==> config.mk <==
export PLATFORM = sky130hd
export DESIGN_NAME = uart_tx_port
export DESIGN_NICKNAME = d
export VERILOG_FILES = /design/src/rtl/uart_tx_pkg.sv /design/src/rtl/uart_tx_port_byte_fifo.sv /design/src/rtl/uart_tx_port.sv
export SDC_FILE = /design/constraint.sdc
export NUM_CORES = 1
export LEC_CHECK = 0
export CAP_MARGIN = 5
export CORE_MARGIN = 10
export CORE_UTILIZATION = 60
export CTS_CLUSTER_DIAMETER = 60
export CTS_CLUSTER_SIZE = 10
export DETAILED_ROUTE_END_ITERATION = 8
export PLACE_DENSITY = 0.8
export SLEW_MARGIN = 20
export SYNTH_ARGS = -nofsm -noshare
export SYNTH_HDL_FRONTEND = slang
export SYNTH_SLANG_ARGS = --single-unit
==> constraint.sdc <==
create_clock -name sysclk -period 2.55 [get_ports sysclk]
set_input_delay 0.3825 -clock sysclk [delete_from_list [all_inputs] [get_ports sysclk]]
set_output_delay 0.3825 -clock sysclk [all_outputs]
set_load 0.03 [all_outputs]
==> src/rtl/uart_tx_pkg.sv <==
// Shared types and bit positions for the memory-mapped UART transmitter.
// Status and control bit positions are fixed by the firmware register map.
package uart_tx_pkg;

  typedef enum logic [1:0] {
    S_IDLE  = 2'd0,
    S_START = 2'd1,
    S_DATA  = 2'd2,
    S_STOP  = 2'd3
  } tx_state_e;

  localparam int ST_FULL      = 0;
  localparam int ST_EMPTY     = 1;
  localparam int ST_ACTIVE    = 2;
  localparam int ST_OVF       = 3;
  localparam int ST_COUNT_LSB = 8;

  localparam int CTL_FLAG     = 15;
  localparam int CTL_CLR_OVF  = 0;

endpackage

==> src/rtl/uart_tx_port_byte_fifo.sv <==
// Byte FIFO feeding the transmitter. Full/empty are flops so the status word
// seen by the core has no combinational path from the write strobe.
module byte_fifo
  import uart_tx_pkg::*;
#(
  parameter int AW = 4
) (
  input  logic          sysclk,
  input  logic          sysreset,
  input  logic          push,
  input  logic          pop,
  input  logic [7:0]    din,
  output logic [7:0]    dout,
  output logic          full,
  output logic          empty,
  output logic [AW:0]   count
);

  localparam logic [AW:0] DEPTH_V = {1'b1, {AW{1'b0}}};

  logic [7:0]    mem [2**AW];
  logic [AW-1:0] wr_ptr;
  logic [AW-1:0] rd_ptr;
  logic [AW:0]   count_nxt;
  logic          do_push;
  logic          do_pop;

  // A push into a full FIFO is dropped even if a pop lands on the same edge.
  assign do_push = push && !full;
  assign do_pop  = pop && !empty;
  assign dout    = mem[rd_ptr];

  always_comb begin
    count_nxt = count;
    if (do_push && !do_pop) begin
      count_nxt = count + (AW+1)'(1);
    end else if (!do_push && do_pop) begin
      count_nxt = count - (AW+1)'(1);
    end
  end

  always_ff @(posedge sysclk) begin
    if (do_push) begin
      mem[wr_ptr] <= din;
    end
  end

  always_ff @(posedge sysclk or posedge sysreset) begin
    if (sysreset) begin
      wr_ptr <= '0;
      rd_ptr <= '0;
      count  <= '0;
      full   <= 1'b0;
      empty  <= 1'b1;
    end else begin
      if (do_push) wr_ptr <= wr_ptr + AW'(1);
      if (do_pop)  rd_ptr <= rd_ptr + AW'(1);
      count <= count_nxt;
      full  <= (count_nxt == DEPTH_V);
      empty <= (count_nxt == '0);
    end
  end

endmodule

==> src/rtl/uart_tx_port.sv <==
// UART 8N1 transmitter behind one core register: write decode, sticky
// overflow, byte FIFO and the bit-timing FSM that drives txd.
//
// state   | meaning
// S_IDLE  | line idle high, waiting for a queued byte
// S_START | start bit (low) for CLK_DIV cycles
// S_DATA  | data bits LSB first, CLK_DIV cycles each
// S_STOP  | stop bit (high); last cycle may pop straight into the next frame
module uart_tx_port
  import uart_tx_pkg::*;
#(
  parameter int CLK_DIV = 434,
  parameter int FIFO_AW = 4
) (
  input  logic        sysclk,
  input  logic        sysreset,
  input  logic [15:0] wr_data,
  input  logic        wr_load,
  output logic [15:0] status,
  output logic        txd,
  output logic        tx_active
);

  localparam int CW = $clog2(CLK_DIV);
  localparam logic [CW-1:0] CNT_LOAD = CW'(CLK_DIV - 1);

  tx_state_e      state, state_nxt;
  logic [CW-1:0]  cnt, cnt_nxt;
  logic [2:0]     idx, idx_nxt;
  logic [7:0]     sh, sh_nxt;
  logic           txd_nxt;
  logic           wr_pend;
  logic           overflow;
  logic           fifo_push;
  logic           fifo_pop;
  logic [7:0]     fifo_dout;
  logic           fifo_full;
  logic           fifo_empty;
  logic [FIFO_AW:0] fifo_count;
  logic           unused_wr_bits;

  assign unused_wr_bits = ^wr_data[14:8];
  assign fifo_push = wr_pend && !wr_data[CTL_FLAG];

  byte_fifo #(.AW(FIFO_AW)) u_fifo (
    .sysclk   (sysclk),
    .sysreset (sysreset),
    .push     (fifo_push),
    .pop      (fifo_pop),
    .din      (wr_data[7:0]),
    .dout     (fifo_dout),
    .full     (fifo_full),
    .empty    (fifo_empty),
    .count    (fifo_count)
  );

  always_ff @(posedge sysclk or posedge sysreset) begin
    if (sysreset) begin
      wr_pend  <= 1'b0;
      overflow <= 1'b0;
    end else begin
      wr_pend <= wr_load;
      if (fifo_push && fifo_full) begin
        overflow <= 1'b1;
      end else if (wr_pend && wr_data[CTL_FLAG] && wr_data[CTL_CLR_OVF]) begin
        overflow <= 1'b0;
      end
    end
  end

  always_comb begin
    state_nxt = state;
    cnt_nxt   = cnt;
    idx_nxt   = idx;
    sh_nxt    = sh;
    txd_nxt   = txd;
    fifo_pop  = 1'b0;
    case (state)
      S_IDLE: begin
        txd_nxt = 1'b1;
        if (!fifo_empty) begin
          fifo_pop  = 1'b1;
          sh_nxt    = fifo_dout;
          cnt_nxt   = CNT_LOAD;
          txd_nxt   = 1'b0;
          state_nxt = S_START;
        end
      end
      S_START: begin
        if (cnt == '0) begin
          cnt_nxt   = CNT_LOAD;
          idx_nxt   = 3'd0;
          txd_nxt   = sh[0];
          state_nxt = S_DATA;
        end else begin
          cnt_nxt = cnt - CW'(1);
        end
      end
      S_DATA: begin
        if (cnt == '0) begin
          cnt_nxt = CNT_LOAD;
          if (idx == 3'd7) begin
            txd_nxt   = 1'b1;
            state_nxt = S_STOP;
          end else begin
            idx_nxt = idx + 3'd1;
            txd_nxt = sh[idx_nxt];
          end
        end else begin
          cnt_nxt = cnt - CW'(1);
        end
      end
      S_STOP: begin
        if (cnt == '0) begin
          if (!fifo_empty) begin
            fifo_pop  = 1'b1;
            sh_nxt    = fifo_dout;
            cnt_nxt   = CNT_LOAD;
            txd_nxt   = 1'b0;
            state_nxt = S_START;
          end else begin
            state_nxt = S_IDLE;
          end
        end else begin
          cnt_nxt = cnt - CW'(1);
        end
      end
      default: begin
        txd_nxt   = 1'b1;
        state_nxt = S_IDLE;
      end
    endcase
  end

  always_ff @(posedge sysclk or posedge sysreset) begin
    if (sysreset) begin
      state     <= S_IDLE;
      cnt       <= '0;
      idx       <= '0;
      sh        <= '0;
      txd       <= 1'b1;
      tx_active <= 1'b0;
    end else begin
      state     <= state_nxt;
      cnt       <= cnt_nxt;
      idx       <= idx_nxt;
      sh        <= sh_nxt;
      txd       <= txd_nxt;
      tx_active <= (state_nxt != S_IDLE);
    end
  end

  always_comb begin
    status = '0;
    status[ST_FULL]   = fifo_full;
    status[ST_EMPTY]  = fifo_empty;
    status[ST_ACTIVE] = tx_active;
    status[ST_OVF]    = overflow;
    status[ST_COUNT_LSB +: FIFO_AW+1] = fifo_count;
  end

endmodule
==> summary.txt <==
Synth Cell Area: 7337 µm²
crit path cell chain: inv_1 -> ha_1 -> nor4b_4 -> a31oi_1 -> nor3_1 -> mux2_2
crit path max fanout: 6
vias per cell: 6.267
DR iter-0 viols: 354
Synth Warn #: 0
initial antenna violation count: 0
most common cell after layout, fill and taps aside: edfxtp_1
Post-Syn Area per Cell: 17.10 µm²
die area: 17050 µm²
cell count after synthesis: 429
sequential area share after synthesis: 66.41%
largest net degree at the start of global routing: 42
Max-Cap Viols: 0
CTS H-tree lvls: 4
# rows: 40
clk slew on worst S/H paths: 0.07 ns
DRC Markers: 0
Slew HR: 57.97%
CP max stage cell: nor3_1
required time worst endpoint: 2.86 ns
post-route antenna net violation count: 0
cell chosen for the clock root: clkbuf_16
cts bufs inserted: 17
min cycle time layout: 2.316 ns
Hold Crit Class: primary input to async pin
number of synthesized flops with an enable pin: 128
RePlAce Congestion: 0.8115
hold_buf cts: 0
Critical Path Max Stage Delay: 0.48 ns
Worst Skew: 0.01116 ns
RSZ-0062 raised after global routing: false
die width: 130.6 µm
final hold slack: 0.3852 ns
worst setup path class: flip-flop to flip-flop
via count: 3942
Yosys cell types: 54
clock buffer depth: 2
Initial DRT Pass Iterations: 5
crit start category: flip-flop
most frequent cells in the layout: 128 x edfxtp_1, 42 x mux4_2, 38 x dfrtp_1, 22 x clkdlybuf4s50_1, 17 x clkbuf_16
post-DR wirelength/cell: 23.30 µm
WL final: 14660 µm
Global Route Usage Sum: 18.37%
CTS tree: yes
post-place setup slack: -0.04544 ns
Worst-Margin Slew: 0.6285 ns
first-pass GRT wire length: 22930 µm
Buffers on Ports: 22
leakage dissipation: 2.983 nW
status: completed
ys flop type: edfxtp_1
die extent in y: 130.6 µm
FILL cells: 710
area leader, netlist: edfxtp_1
number of setup violations in the final report: 0
WP buf/inv: 1
Initial Util: 61.08%
Async S/R FF share, synth: 24.26%
Core Area: 12010 µm²
Power Density: 783.6 nW/µm²
clk_lat worst skew: 0.43 ns
Util after Layout: 70.19%
main area contributors after synthesis: edfxtp_1 52%, dfrtp_1 13%, mux4_2 13%
vias in the first global route: 3988
FF+latch count, synth: 169
Max Clk Rate: 431.8 MHz
Layout Nets: 503
Cell Area, Placed: 7814 µm²
fraction of layout cells with a size suffix above 1: 24.27%
Final Cycle Share: 90.81%
Worst setup EP type: flip-flop
Design Power: 0.006606 W
setup slack after layout: 0.2343 ns
final hold vios: 0
number of clock sinks: 169
Final Cell Area: 8431 µm²
top cell type's share of synthesized area: 52.39%
fin. max-slew vios: 0
crit path DAT: 2.62 ns
DP HPWL: 9069 µm
Peak VDD IR: 0.0006472 V
Syn-to-layout area delta: 14.90%
I/O Pins: 37
# diodes: 0
CP delay by family, top: simple AND/OR/NAND/NOR gates
gr ovfl total: 0
[power breakdown]
group / total [W] / internal [W] / switching (W)
registers: 0.00332 / 0.00316 / 0.000164
clock network: 0.00253 / 0.00139 / 0.00114
logic: 0.000754 / 0.000317 / 0.000438
total: 0.00661 / 0.00486 / 0.00174
[worst paths after layout]
check	slack, ns	start	to	cells after the start
worst max-delay path	0.23	cnt[0]$_DFF_PP0_	u_fifo.rd_ptr[1]$_DFFE_PP0P_	6
worst min-delay path	0.39	sysreset	u_fifo.wr_ptr[0]$_DFFE_PP0P_	3
worst max register to register	0.23	cnt[0]$_DFF_PP0_	u_fifo.rd_ptr[1]$_DFFE_PP0P_	6
max in group asynchronous	1.78	sysreset	u_fifo.rd_ptr[0]$_DFFE_PP0P_	3
min in group sysclk	0.40	wr_load	wr_pend$_DFF_PP0_	1
worst min register to register	0.51	sh[3]$_DFFE_PP0P_	sh[3]$_DFFE_PP0P_	1
[metrics by stage]
| stage | TNS (ns) | cells |
|---|---|---|
| 2_1_floorplan | 0 | 435 |
| 3_3_place_gp | 0 | 596 |
| 3_5_place_dp | -0.05304 | 596 |
| 5_1_grt | 0 | 629 |
| 6_report | 0 | 629 |
| 4_1_cts | 0 | 628 |
[worst register-to-register path: stages (launching register included)]
cell	delay, ns
dfrtp_1	0.43
inv_1	0.08
ha_1	0.27
nor4b_4	0.32
a31oi_1	0.22
nor3_1	0.48
mux2_2	0.39
[kinds of logic after synthesis]
logic type / after synthesis / share of synthesized area [%]
muxes: 54 / 14.72
AOI/OAI and AO/OA: 56 / 5.389
xor gates and xnor gates: 10 / 1.296
DFF: 169 / 66.41
adders and majority gates: 15 / 2.558
buffers and inverters: 37 / 2.865
other: 1 / 0.05111
and+or+nand+nor: 87 / 6.719
[cell type report]
cell class,count,area [µm²],share of cell area (%)
flip-flops and latches,169,4873,57.81
multi-input cells,229,2301,27.29
repair buffers,43,452.9,5.373
clock buffers,18,429.2,5.091
well taps,147,183.9,2.182
clock inverters,14,156.4,1.855
inverters,9,33.78,0.4007
[state kept, by name (all words and copies together), names as in the netlist]
register       flops
u_fifo.mem       128
cnt                9
sh                 8
u_fifo.count       5
u_fifo.rd_ptr      4
u_fifo.wr_ptr      4
idx                3
state              2
overflow           1
tx_active          1
txd                1
u_fifo.empty       1
u_fifo.full        1
wr_pend            1
[what timing repair did]
item,in CTS,in global routing
setup buffers,0,1
setup endpoints to repair,0,6
resized for setup,0,4
[synthesized netlist by cell type, types with 2 or more instances]
master	number
a21oi_1	12
mux4_2	42
a22o_1	5
a21o_1	5
nor2_1	16
dfrtp_1	39
dfstp_2	2
nor3_1	8
and2_1	16
nand2b_1	2
nor2b_1	2
o21ai_0	16
nand2_1	16
nor4b_2	2
buf_4	12
nand3b_1	2
xnor2_1	8
nand4_1	2
buf_6	3
and3_1	3
clkbuf_1	6
edfxtp_1	128
mux2_2	10
ha_1	15
o22a_1	3
o21ai_1	2
nor3b_1	3
inv_1	9
nor4_1	5
buf_2	3
buf_1	4
a31oi_1	3
nand3_1	4
[per-layer routing]
layer	vias to the layer above	share of wire (%)	global-route usage, %
met5	-	0	0
met4	0	2.0	6.279
met3	25	6.0	4.996
met2	142	53	31.01
met1	2029	39	22.46
li1	1746	-	-
(Power assumes the default switching activity.)
